<file path="src/rtl/cmd_issuer_pkg.sv">
// Shared types for the command issuer: address/instruction words, the
// queued command record, issuer FSM states and the default queue depth.
package cmd_issuer_pkg;

    localparam int ADDR_W         = 8;
    localparam int COUNT_W        = 6;
    localparam int OPC_W          = 2;
    localparam int INSTR_W        = OPC_W + ADDR_W;
    localparam int FIFO_DEPTH_DEF = 4;

    typedef logic [ADDR_W-1:0]  addr_t;
    typedef logic [INSTR_W-1:0] instr_t;
    typedef logic [COUNT_W-1:0] count_t;

    // Opcode field of instr_t; NOP doubles as the finish acknowledge word.
    localparam logic [OPC_W-1:0] INSTR_NOP   = 2'd0;
    localparam logic [OPC_W-1:0] INSTR_LD    = 2'd1;
    localparam logic [OPC_W-1:0] INSTR_INFO  = 2'd2;
    localparam logic [OPC_W-1:0] INSTR_STORE = 2'd3;

    typedef struct packed {
        addr_t       addr0;
        addr_t       addr1;
        addr_t       wr_addr;
        logic [1:0]  op;
        count_t      count;
    } cmd_t;

    localparam int CMD_W = $bits(cmd_t);

    typedef enum logic [2:0] {
        S_IDLE  = 3'd0,
        S_EN    = 3'd1,
        S_LD1   = 3'd2,
        S_LD2   = 3'd3,
        S_INFO  = 3'd4,
        S_STORE = 3'd5,
        S_WAIT  = 3'd6,
        S_ACK   = 3'd7
    } state_t;

    // Build an instruction word from opcode and 8-bit payload.
    function automatic instr_t f_mk_instr(input logic [OPC_W-1:0] opc,
                                          input logic [ADDR_W-1:0] payload);
        return {opc, payload};
    endfunction

endpackage

</file>
<file path="src/rtl/cmd_issuer_fifo.sv">
// Single-clock command queue with registered storage. Full/empty come from
// an occupancy counter one bit wider than the pointers.
module cmd_fifo
    import cmd_issuer_pkg::*;
#(
    parameter int DEPTH = FIFO_DEPTH_DEF
) (
    input  logic i_clk,
    input  logic i_rst,
    input  logic i_push,
    input  cmd_t i_data,
    input  logic i_pop,
    output cmd_t o_head,
    output logic o_full,
    output logic o_empty
);

    localparam int PTR_W = (DEPTH > 1) ? $clog2(DEPTH) : 1;
    localparam int CNT_W = PTR_W + 1;
    localparam logic [PTR_W-1:0] PTR_ONE  = PTR_W'(1);
    localparam logic [CNT_W-1:0] CNT_ONE  = CNT_W'(1);
    localparam logic [CNT_W-1:0] CNT_FULL = CNT_W'(DEPTH);

    cmd_t               r_mem [DEPTH];
    logic [PTR_W-1:0]   r_wr_ptr;
    logic [PTR_W-1:0]   r_rd_ptr;
    logic [CNT_W-1:0]   r_count;
    logic               w_push;
    logic               w_pop;

    assign o_full  = (r_count == CNT_FULL);
    assign o_empty = (r_count == {CNT_W{1'b0}});
    assign w_push  = i_push && !o_full;
    assign w_pop   = i_pop && !o_empty;
    assign o_head  = r_mem[r_rd_ptr];

    // Storage write; entries cleared on reset so the head never shows stale data.
    always_ff @(posedge i_clk) begin
        if (i_rst) begin
            for (int i = 0; i < DEPTH; i++) begin
                r_mem[i] <= cmd_t'({CMD_W{1'b0}});
            end
        end else if (w_push) begin
            r_mem[r_wr_ptr] <= i_data;
        end else begin
            r_mem[r_wr_ptr] <= r_mem[r_wr_ptr];
        end
    end

    // Pointer and occupancy bookkeeping; simultaneous push/pop keeps occupancy.
    always_ff @(posedge i_clk) begin
        if (i_rst) begin
            r_wr_ptr <= {PTR_W{1'b0}};
            r_rd_ptr <= {PTR_W{1'b0}};
            r_count  <= {CNT_W{1'b0}};
        end else begin
            if (w_push) begin
                r_wr_ptr <= r_wr_ptr + PTR_ONE;
            end
            if (w_pop) begin
                r_rd_ptr <= r_rd_ptr + PTR_ONE;
            end
            case ({w_push, w_pop})
                2'b10:   r_count <= r_count + CNT_ONE;
                2'b01:   r_count <= r_count - CNT_ONE;
                default: r_count <= r_count;
            endcase
        end
    end

endmodule

</file>
<file path="src/rtl/cmd_issuer.sv">
// Command issuer: queues upstream commands and replays each one to the
// processor as enable, LD, LD, INFO, STORE, then waits for finish and acks.
module cmd_issuer
    import cmd_issuer_pkg::*;
#(
    parameter int FIFO_DEPTH = FIFO_DEPTH_DEF
) (
    input  logic        i_clk,
    input  logic        i_rst,
    input  logic        i_cmd_valid,
    input  cmd_t        i_cmd,
    output logic        o_cmd_ready,
    output logic        o_en,
    output logic        o_valid,
    output instr_t      o_instr,
    input  logic        i_busy,
    input  logic        i_finish,
    output logic        o_done,
    output logic [15:0] o_retired,
    output logic        o_idle
);

    logic   w_full;
    logic   w_empty;
    logic   w_push;
    logic   w_pop;
    cmd_t   w_head;

    state_t r_state;
    state_t w_state_nxt;
    logic   w_latch;
    logic   w_zero_done;
    cmd_t   r_cmd;

    logic   w_en_nxt;
    logic   w_valid_nxt;
    instr_t w_instr_nxt;
    logic   w_done_nxt;

    logic        r_en;
    logic        r_valid;
    instr_t      r_instr;
    logic        r_done;
    logic [15:0] r_retired;

    assign o_cmd_ready = !w_full && !i_rst;
    assign w_push      = i_cmd_valid && o_cmd_ready;
    assign o_en        = r_en;
    assign o_valid     = r_valid;
    assign o_instr     = r_instr;
    assign o_done      = r_done;
    assign o_retired   = r_retired;
    assign o_idle      = i_rst || (w_empty && (r_state == S_IDLE));

    cmd_fifo #(
        .DEPTH (FIFO_DEPTH)
    ) u_fifo (
        .i_clk   (i_clk),
        .i_rst   (i_rst),
        .i_push  (w_push),
        .i_data  (i_cmd),
        .i_pop   (w_pop),
        .o_head  (w_head),
        .o_full  (w_full),
        .o_empty (w_empty)
    );

    // Next-state logic; zero-count commands retire straight from idle.
    always_comb begin
        w_state_nxt = r_state;
        w_pop       = 1'b0;
        w_latch     = 1'b0;
        w_zero_done = 1'b0;
        case (r_state)
            S_IDLE: begin
                if (!w_empty) begin
                    if (w_head.count == {COUNT_W{1'b0}}) begin
                        w_pop       = 1'b1;
                        w_zero_done = 1'b1;
                    end else if (!i_busy) begin
                        w_pop       = 1'b1;
                        w_latch     = 1'b1;
                        w_state_nxt = S_EN;
                    end else begin
                        w_state_nxt = S_IDLE;
                    end
                end else begin
                    w_state_nxt = S_IDLE;
                end
            end
            S_EN:    w_state_nxt = S_LD1;
            S_LD1:   w_state_nxt = S_LD2;
            S_LD2:   w_state_nxt = S_INFO;
            S_INFO:  w_state_nxt = S_STORE;
            S_STORE: w_state_nxt = S_WAIT;
            S_WAIT: begin
                if (i_finish) begin
                    w_state_nxt = S_ACK;
                end else begin
                    w_state_nxt = S_WAIT;
                end
            end
            S_ACK:   w_state_nxt = S_IDLE;
            default: w_state_nxt = S_IDLE;
        endcase
    end

    // Output decode from the next state so the registered outputs track the state register.
    always_comb begin
        w_en_nxt    = 1'b0;
        w_valid_nxt = 1'b0;
        w_instr_nxt = {INSTR_W{1'b0}};
        w_done_nxt  = w_zero_done;
        case (w_state_nxt)
            S_EN: begin
                w_en_nxt = 1'b1;
            end
            S_LD1: begin
                w_valid_nxt = 1'b1;
                w_instr_nxt = f_mk_instr(INSTR_LD, r_cmd.addr0);
            end
            S_LD2: begin
                w_valid_nxt = 1'b1;
                w_instr_nxt = f_mk_instr(INSTR_LD, r_cmd.addr1);
            end
            S_INFO: begin
                w_valid_nxt = 1'b1;
                w_instr_nxt = f_mk_instr(INSTR_INFO, {r_cmd.op, r_cmd.count});
            end
            S_STORE: begin
                w_valid_nxt = 1'b1;
                w_instr_nxt = f_mk_instr(INSTR_STORE, r_cmd.wr_addr);
            end
            S_ACK: begin
                w_valid_nxt = 1'b1;
                w_instr_nxt = f_mk_instr(INSTR_NOP, {ADDR_W{1'b0}});
                w_done_nxt  = 1'b1;
            end
            default: begin
                w_en_nxt = 1'b0;
            end
        endcase
    end

    // State register and latched head command.
    always_ff @(posedge i_clk) begin
        if (i_rst) begin
            r_state <= S_IDLE;
            r_cmd   <= cmd_t'({CMD_W{1'b0}});
        end else begin
            r_state <= w_state_nxt;
            if (w_latch) begin
                r_cmd <= w_head;
            end
        end
    end

    // Registered processor-facing outputs, done pulse and retire counter.
    always_ff @(posedge i_clk) begin
        if (i_rst) begin
            r_en      <= 1'b0;
            r_valid   <= 1'b0;
            r_instr   <= {INSTR_W{1'b0}};
            r_done    <= 1'b0;
            r_retired <= 16'h0000;
        end else begin
            r_en    <= w_en_nxt;
            r_valid <= w_valid_nxt;
            r_instr <= w_instr_nxt;
            r_done  <= w_done_nxt;
            if (w_done_nxt) begin
                r_retired <= r_retired + 16'h0001;
            end
        end
    end

endmodule

</file>
<file path="config.mk">
export PLATFORM = sky130hd
export DESIGN_NAME = cmd_issuer
export DESIGN_NICKNAME = d
export VERILOG_FILES = /design/src/rtl/cmd_issuer_pkg.sv /design/src/rtl/cmd_issuer_fifo.sv /design/src/rtl/cmd_issuer.sv
export SDC_FILE = /design/constraint.sdc
export NUM_CORES = 1
export LEC_CHECK = 0
export BUFFER_PORTS_ARGS = -buffer_cell sky130_fd_sc_hd__buf_2
export CORE_MARGIN = 5
export CORE_UTILIZATION = 45
export CTS_CLUSTER_SIZE = 24
export DETAILED_ROUTE_END_ITERATION = 8
export HOLD_SLACK_MARGIN = 0.06
export SLEW_MARGIN = 20
export SYNTH_ARGS = -nofsm -noshare
export SYNTH_HDL_FRONTEND = slang
export SYNTH_SLANG_ARGS = --single-unit
export TNS_END_PERCENT = 30
</file>
<file path="constraint.sdc">
create_clock -name i_clk -period 3.3 [get_ports i_clk]
set_input_delay 0 -clock i_clk [delete_from_list [all_inputs] [get_ports i_clk]]
set_output_delay 0 -clock i_clk [all_outputs]
set_load 0.02 [all_outputs]
</file>
==> After elaboration in Yosys (flattened, before gate mapping) <==
Memory sizes are Yosys's and may differ from the RTL's. A register that Yosys moved wholly into a read port is not among the register bits.
Index checks and enable logic that the tools add are counted.
{ "classes": {"n_addsub": 5, "eq_ne": 17, "muxes": 34, "bitwise_logic": 1, "reduce_logical": 16} }
{ "op_table": {"columns": ["operator", "count"], "rows": [
  ["$mux 32", 2],
  ["$pmux 10 s4", 1],
  ["$reduce_or 32->1", 1],
  ["$eq 3x3->1 const B", 8],
  ["$mux 1", 24],
  ["$pmux 3 s8", 1],
  ["$add 16x1->16 const B", 1],
  ["$eq 3x2->1 const B", 4],
  ["$eq 3x1->1 const B", 2],
  ["$logic_not 3->1", 2],
  ["$logic_not 6->1", 1],
  ["$mux 2", 3],
  ["$mux 3", 2],
  ["$pmux 3 s2", 1],
  ["$logic_and 1x1->1", 5],
  ["$reduce_or 5->1", 1],
  ["$add 2x1->2 const B", 2],
  ["$add 3x1->3 const B", 1],
  ["$logic_not 1->1", 3],
  ["$sub 3x1->3 const B", 1],
  ["$eq 2x1->1 const B", 1],
  ["$eq 2x2->1 const B", 1],
  ["$reduce_and 2->1", 1],
  ["$reduce_bool 2->1", 1],
  ["other kinds (3)", 3]
]} }
{ "totals": {"ff_bits": 71, "ram_bits": 128, "input_bits": 37, "out_inout_bits": 31, "elab_cells": 88, "mem_count": 1} }
{ "mem_list": {"columns": ["memory", "depth", "width", "read_ports", "rd_ports_with_merged_regs", "wr", "line_no", "source"], "rows": [
  ["u_fifo.r_mem", 4, 32, 1, 1, 4, "cmd_issuer_fifo.sv:24", "cmd_t r_mem [DEPTH];"]
]} }

==> Longest topological paths before layout <==
{ "logic_depth": {"ltp_word": 12, "mapped_depth": 12, "mapped_depth_nobuf": 10} }

==> Cells and area by module <==
A second synthesis with hierarchy kept.
{ "unflattened": {"hier_cells": 648, "area_unflattened_um2": 8748.4} }
{ "by_module_without_submodules": {"columns": ["module", "n_inst", "cells_per_inst", "area_each_um2", "seq_area_each_um2"], "rows": [
  ["cmd_fifo", 1, 361, 6034.5, 4023.9],
  ["cmd_issuer", 1, 287, 2713.9, 1281.2]
]} }

==> Worst setup path before layout <==
OpenSTA, ideal clock, no wires.
{ "synth_path": {"path_type": "reg2reg", "from": "register u_fifo.r_count[0]", "to": "memory u_fifo.r_mem[3][0] (netlist name), enable pin", "setup_ns": 0.421, "t_arrival_ns": 2.576, "setup_slack_ns": 0.303, "stages_incl_launch_ff": 5, "path_buffers": 0, "cell_sequence": "dfxtp_1 > nor2_1 > a211oi_1 > a21oi_1 > nor2_1"} }
{ "synth_lines": {"columns": ["item", "line_no", "source"], "rows": [
  ["from (decl)", "cmd_issuer_fifo.sv:27", "logic [CNT_W-1:0] r_count;"],
  ["from (signal assigned)", "cmd_issuer_fifo.sv:55", "r_count <= {CNT_W{1'b0}};"],
  ["from (signal assigned)", "cmd_issuer_fifo.sv:64", "2'b10: r_count <= r_count + CNT_ONE;"],
  ["from (signal assigned)", "cmd_issuer_fifo.sv:65", "2'b01: r_count <= r_count - CNT_ONE;"],
  ["to (decl)", "cmd_issuer_fifo.sv:24", null]
]} }

==> metrics.md <==
| Metric | Value |
|---|---|
| Post-route antenna net violation count | `0` |
| Worst endpoint data arrival time | `between 3 and 4 ns` |
| Clk sinks | `approximately 200` |
| Worst clock skew | `approximately 0.011 ns` |
| Peak VDD IR | `approximately 360 uV` |
| RR Endpoint | `u_fifo.r_count[2]$_SDFFE_PP0P_` |
| CTS max path bufs | `3` |
| Clk_lat worst skew | `roughly 0.50 ns` |
| Root buf cell | `clkbuf_16` |
| Critical path's largest stage delay | `0.58 ns` |
| Worst-margin pin slew | `a little under 0.7 ns` |
| H-tree levels | `1` |
| GRT overflow | `0` |
| CTS tree | `done` |
| F_max | `around 320 MHz` |
| Power Density | `approximately 660 mW/mm2` |
| Cell variety after synth | `44` |
| Number of global-route vias before repair | `5,577` |
| Final Hold Fails | `0` |
| Die area | `0.02211 mm2` |
| Main synth FF type | `edfxtp_1` |
| Layout Cells excl Fill | `1,067` |
| Crit path max-delay cell type | `mux4_2` |
| Clock transition at path regs | `0.06 ns` |
| CP cell instances | `mux4_2 -> nor4_2 -> nand2_1 -> a21oi_2 -> ha_1 -> inv_1 -> fa_1 -> xor2_1 -> or3_1 -> a21oi_1` |
| CP Capture Type | `register` |
| Sw frac | `between 20 and 30%` |
| Comb power frac | `21.8%` |
| Leakage | `3.817 nW` |
| Fin crit share | `93.82%` |
| Largest net degree at the start of global routing | `72` |
| Final critical-path required period | `just over 3 ns` |
| Cells after DPL | `approximately 1,000` |
| Worst R2R Path Depth | `10` |
| Top-area cell type share of the netlist area | `between 40 and 50%` |
| Post-synth EDFFs | `128` |
| GR Util All Layers | `between 10% and 20%` |
| Worst Path Required | `around 3.7 ns` |
| WL final | `19.04 mm` |
| Final max-slew violation count | `0` |
| Most frequent cells in the layout | `137 x and2_1, 128 x edfxtp_1, 72 x dfxtp_1` |
| Mapped cell area | `0.008656 mm2` |
| HP Class | `in -> reg` |
| Crit-path max FO | `7` |
| Hold depth | `6` |
| Design area | `0.01033 mm2` |
| Nets | `approximately 830` |
| IO Port Bufs | `67` |
| Unrepaired setup endpoints after global routing | `false` |
| Worst setup SP type | `register` |
| Hold path start | `i_cmd_valid` |
| Cts bufs inserted | `22` |
| Clock power frac | `32.6%` |
| Sequential power share | `45.6%` |
| Cell Int Power | `4.879 mW` |
| Initial cell density of the core | `45.97%` |
| Syn_area_per_cell | `12.56 um2` |
| Synth Instances | `689` |
| Multi-input gate area | `around 0.0032 mm2` |
| Diodes inserted | `0` |
| Area Overhead vs Synth | `19.37%` |
| Sequential fraction of the synthesis area | `about three fifths` |
| Setup CP Type | `reg -> reg` |
| Final HPWL DP | `11.75 mm` |
| DRT iter0 DRCs | `301` |
| Area after DPL | `0.009333 mm2` |
| Die height | `148.7 um` |
| DR vias | `5,476` |
| Synth Register Bits | `201` |
| First-pass GRT wire length | `30.56 mm` |
| Syn_nets | `between 700 and 800` |
| First-pass DRT Iterations | `5` |
| Layout cell share with drive strength beyond 1 | `between 20% and 30%` |
| Seq. cell area | `0.005306 mm2` |
| Total chip power | `between 6 and 7 mW` |
| Status | `completed` |
| Reg2Reg Setup Slack | `0.20 ns` |
| Cell accounting for the most synthesized area | `edfxtp_1` |
| Hold path endpoint | `u_fifo.r_wr_ptr[0]$_SDFFE_PP0P_` |
| Warnings, synthesis | `0` |
| Fill count | `1,599` |
| NetSw | `1.901 mW` |
| DRC viols | `0` |
| Top cells by area, synth | `edfxtp_1 44%, dfxtp_1 17%, and2_1 9.9%` |
| Max-Cap Viols | `0` |
| Setup TNS Final | `0 ns` |
| Die X | `148.7 um` |
| Vias per inst | `5.132` |
| WL per Instance | `17.85 um` |
| Rel. slew slack | `roughly 54%` |
| Ports | `68` |
| GPL Wtd Cong | `0.7943` |
| Initial antenna violation count | `0` |
| Final setup viols | `0` |
| Commonest non-fill, non-tap cell in the layout | `and2_1` |
| Std-Cell Core Area | `0.01883 mm2` |
| Asr flop ratio synth | `0%` |
| # rows | `50` |
power groups by stage:
stage               sequential, mW  combinational (mW)  clock, mW
detailed placement            3.14                1.46          0
global route                  3.12                1.64       2.36
global placement              3.13                1.44          0
floorplan                     3.11                1.03          0
CTS                           3.09                1.49       2.25
finish                        3.09                1.48       2.21
cells in the mapped netlist, types with 2 or more instances:
| cell | number |
|---|---|
| a21boi_0 | 3 |
| buf_6 | 3 |
| a21o_1 | 2 |
| and2_1 | 137 |
| nor4_1 | 3 |
| xor2_1 | 5 |
| inv_1 | 10 |
| xnor2_1 | 2 |
| or3_1 | 2 |
| edfxtp_1 | 128 |
| nor2_1 | 39 |
| or2_2 | 4 |
| dfxtp_1 | 73 |
| nand4_1 | 3 |
| mux2_2 | 15 |
| o21a_1 | 2 |
| nand3_1 | 5 |
| or4_4 | 2 |
| nand2_1 | 67 |
| nor3b_1 | 2 |
| a22oi_1 | 11 |
| mux4_2 | 32 |
| nand2b_1 | 2 |
| o22ai_1 | 7 |
| mux2i_1 | 8 |
| a211oi_1 | 3 |
| o21ai_0 | 3 |
| a21oi_1 | 44 |
| ha_1 | 2 |
| nor2b_1 | 15 |
| clkbuf_1 | 38 |
| nor3_1 | 5 |
metal layers:
layer / wire, um / GRT usage (%) / up-vias
met5: 0 / 0 / -
met2: 9466 / 29.69 / 101
li1: - / - / 2648
met1: 8364 / 24.14 / 2705
met4: 311 / 3.510 / 0
met3: 898 / 2.803 / 22
sequential cells by signal, summed over array words and instances, names as in the netlist, named ones only:
| signal | flops |
|---|---|
| u_fifo.r_mem | 128 |
| r_cmd | 32 |
| o_retired | 16 |
| o_instr | 10 |
| r_state | 3 |
| u_fifo.r_count | 3 |
| u_fifo.r_rd_ptr | 2 |
| u_fifo.r_wr_ptr | 2 |
| o_done | 1 |
| o_en | 1 |
| o_valid | 1 |
worst max-delay path: cells and delay by family, from the launching register on:
| family | cells | cell delay (ns) |
|---|---|---|
| fa+ha+maj | 2 | 0.59 |
| compound gates | 2 | 0.39 |
| mux | 1 | 0.58 |
| simple gates | 3 | 0.78 |
| xor+xnor | 1 | 0.16 |
| flops | 1 | 0.46 |
| buf+inv | 1 | 0.06 |
cells by family (layout without fill, tap and decap cells):
family,count (synthesis),count (layout),share of synthesized area (%)
adders and majority gates,3,3,0.5203
muxes,56,56,11.33
xor gates and xnor gates,7,7,0.7083
DFF,201,201,61.29
buffers and inverters,52,170,2.515
and+or+nand+nor,288,288,17.77
AOI/OAI and AO/OA,82,82,5.869
through the flow:
step           setup slack [ns]  util, %  hold slack [ns]
2_1_floorplan            0.3033        -           0.1982
6_report                 0.2040    54.87           0.2467
4_1_cts                 0.04385    54.82           0.2350
5_1_grt                 0.01108    54.87           0.2518
3_5_place_dp            0.06292    49.56           0.3105
3_3_place_gp             0.1476    49.56           0.3013
what timing repair did:
item | 4_1_cts | 5_1_grt
gates resized for setup | 0 | 2
buffers inserted | 0 | 0
endpoints found under the setup margin | 0 | 1
hold buffers | 35 | 0
hold endpoints to repair | 143 | 0
final cells by class:
type / instances / area share [%]
timing repair buffer: 123 / 8.283
multi-input combinational: 436 / 30.66
clock inverter: 5 / 0.1938
inverter: 10 / 0.3633
sequential: 201 / 51.36
tap: 260 / 3.148
clock buffer: 32 / 5.994
worst max-delay path by stage:
stage	start	end	slack, ns	depth (start not counted)
global route	register	u_fifo.r_count[2]$_SDFFE_PP0P_	0.01	10
detailed placement	register	u_fifo.r_count[2]$_SDFFE_PP0P_	0.06	10
CTS	register	u_fifo.r_count[2]$_SDFFE_PP0P_	0.04	10
floorplan	u_fifo.r_count[0]$_SDFFE_PP0P_	u_fifo.r_mem[3][0]$_DFFE_PP_	0.30	4
finish	register	u_fifo.r_count[2]$_SDFFE_PP0P_	0.20	10
global placement	register	u_fifo.r_count[2]$_SDFFE_PP0P_	0.15	10
(Power assumes the default switching activity.)
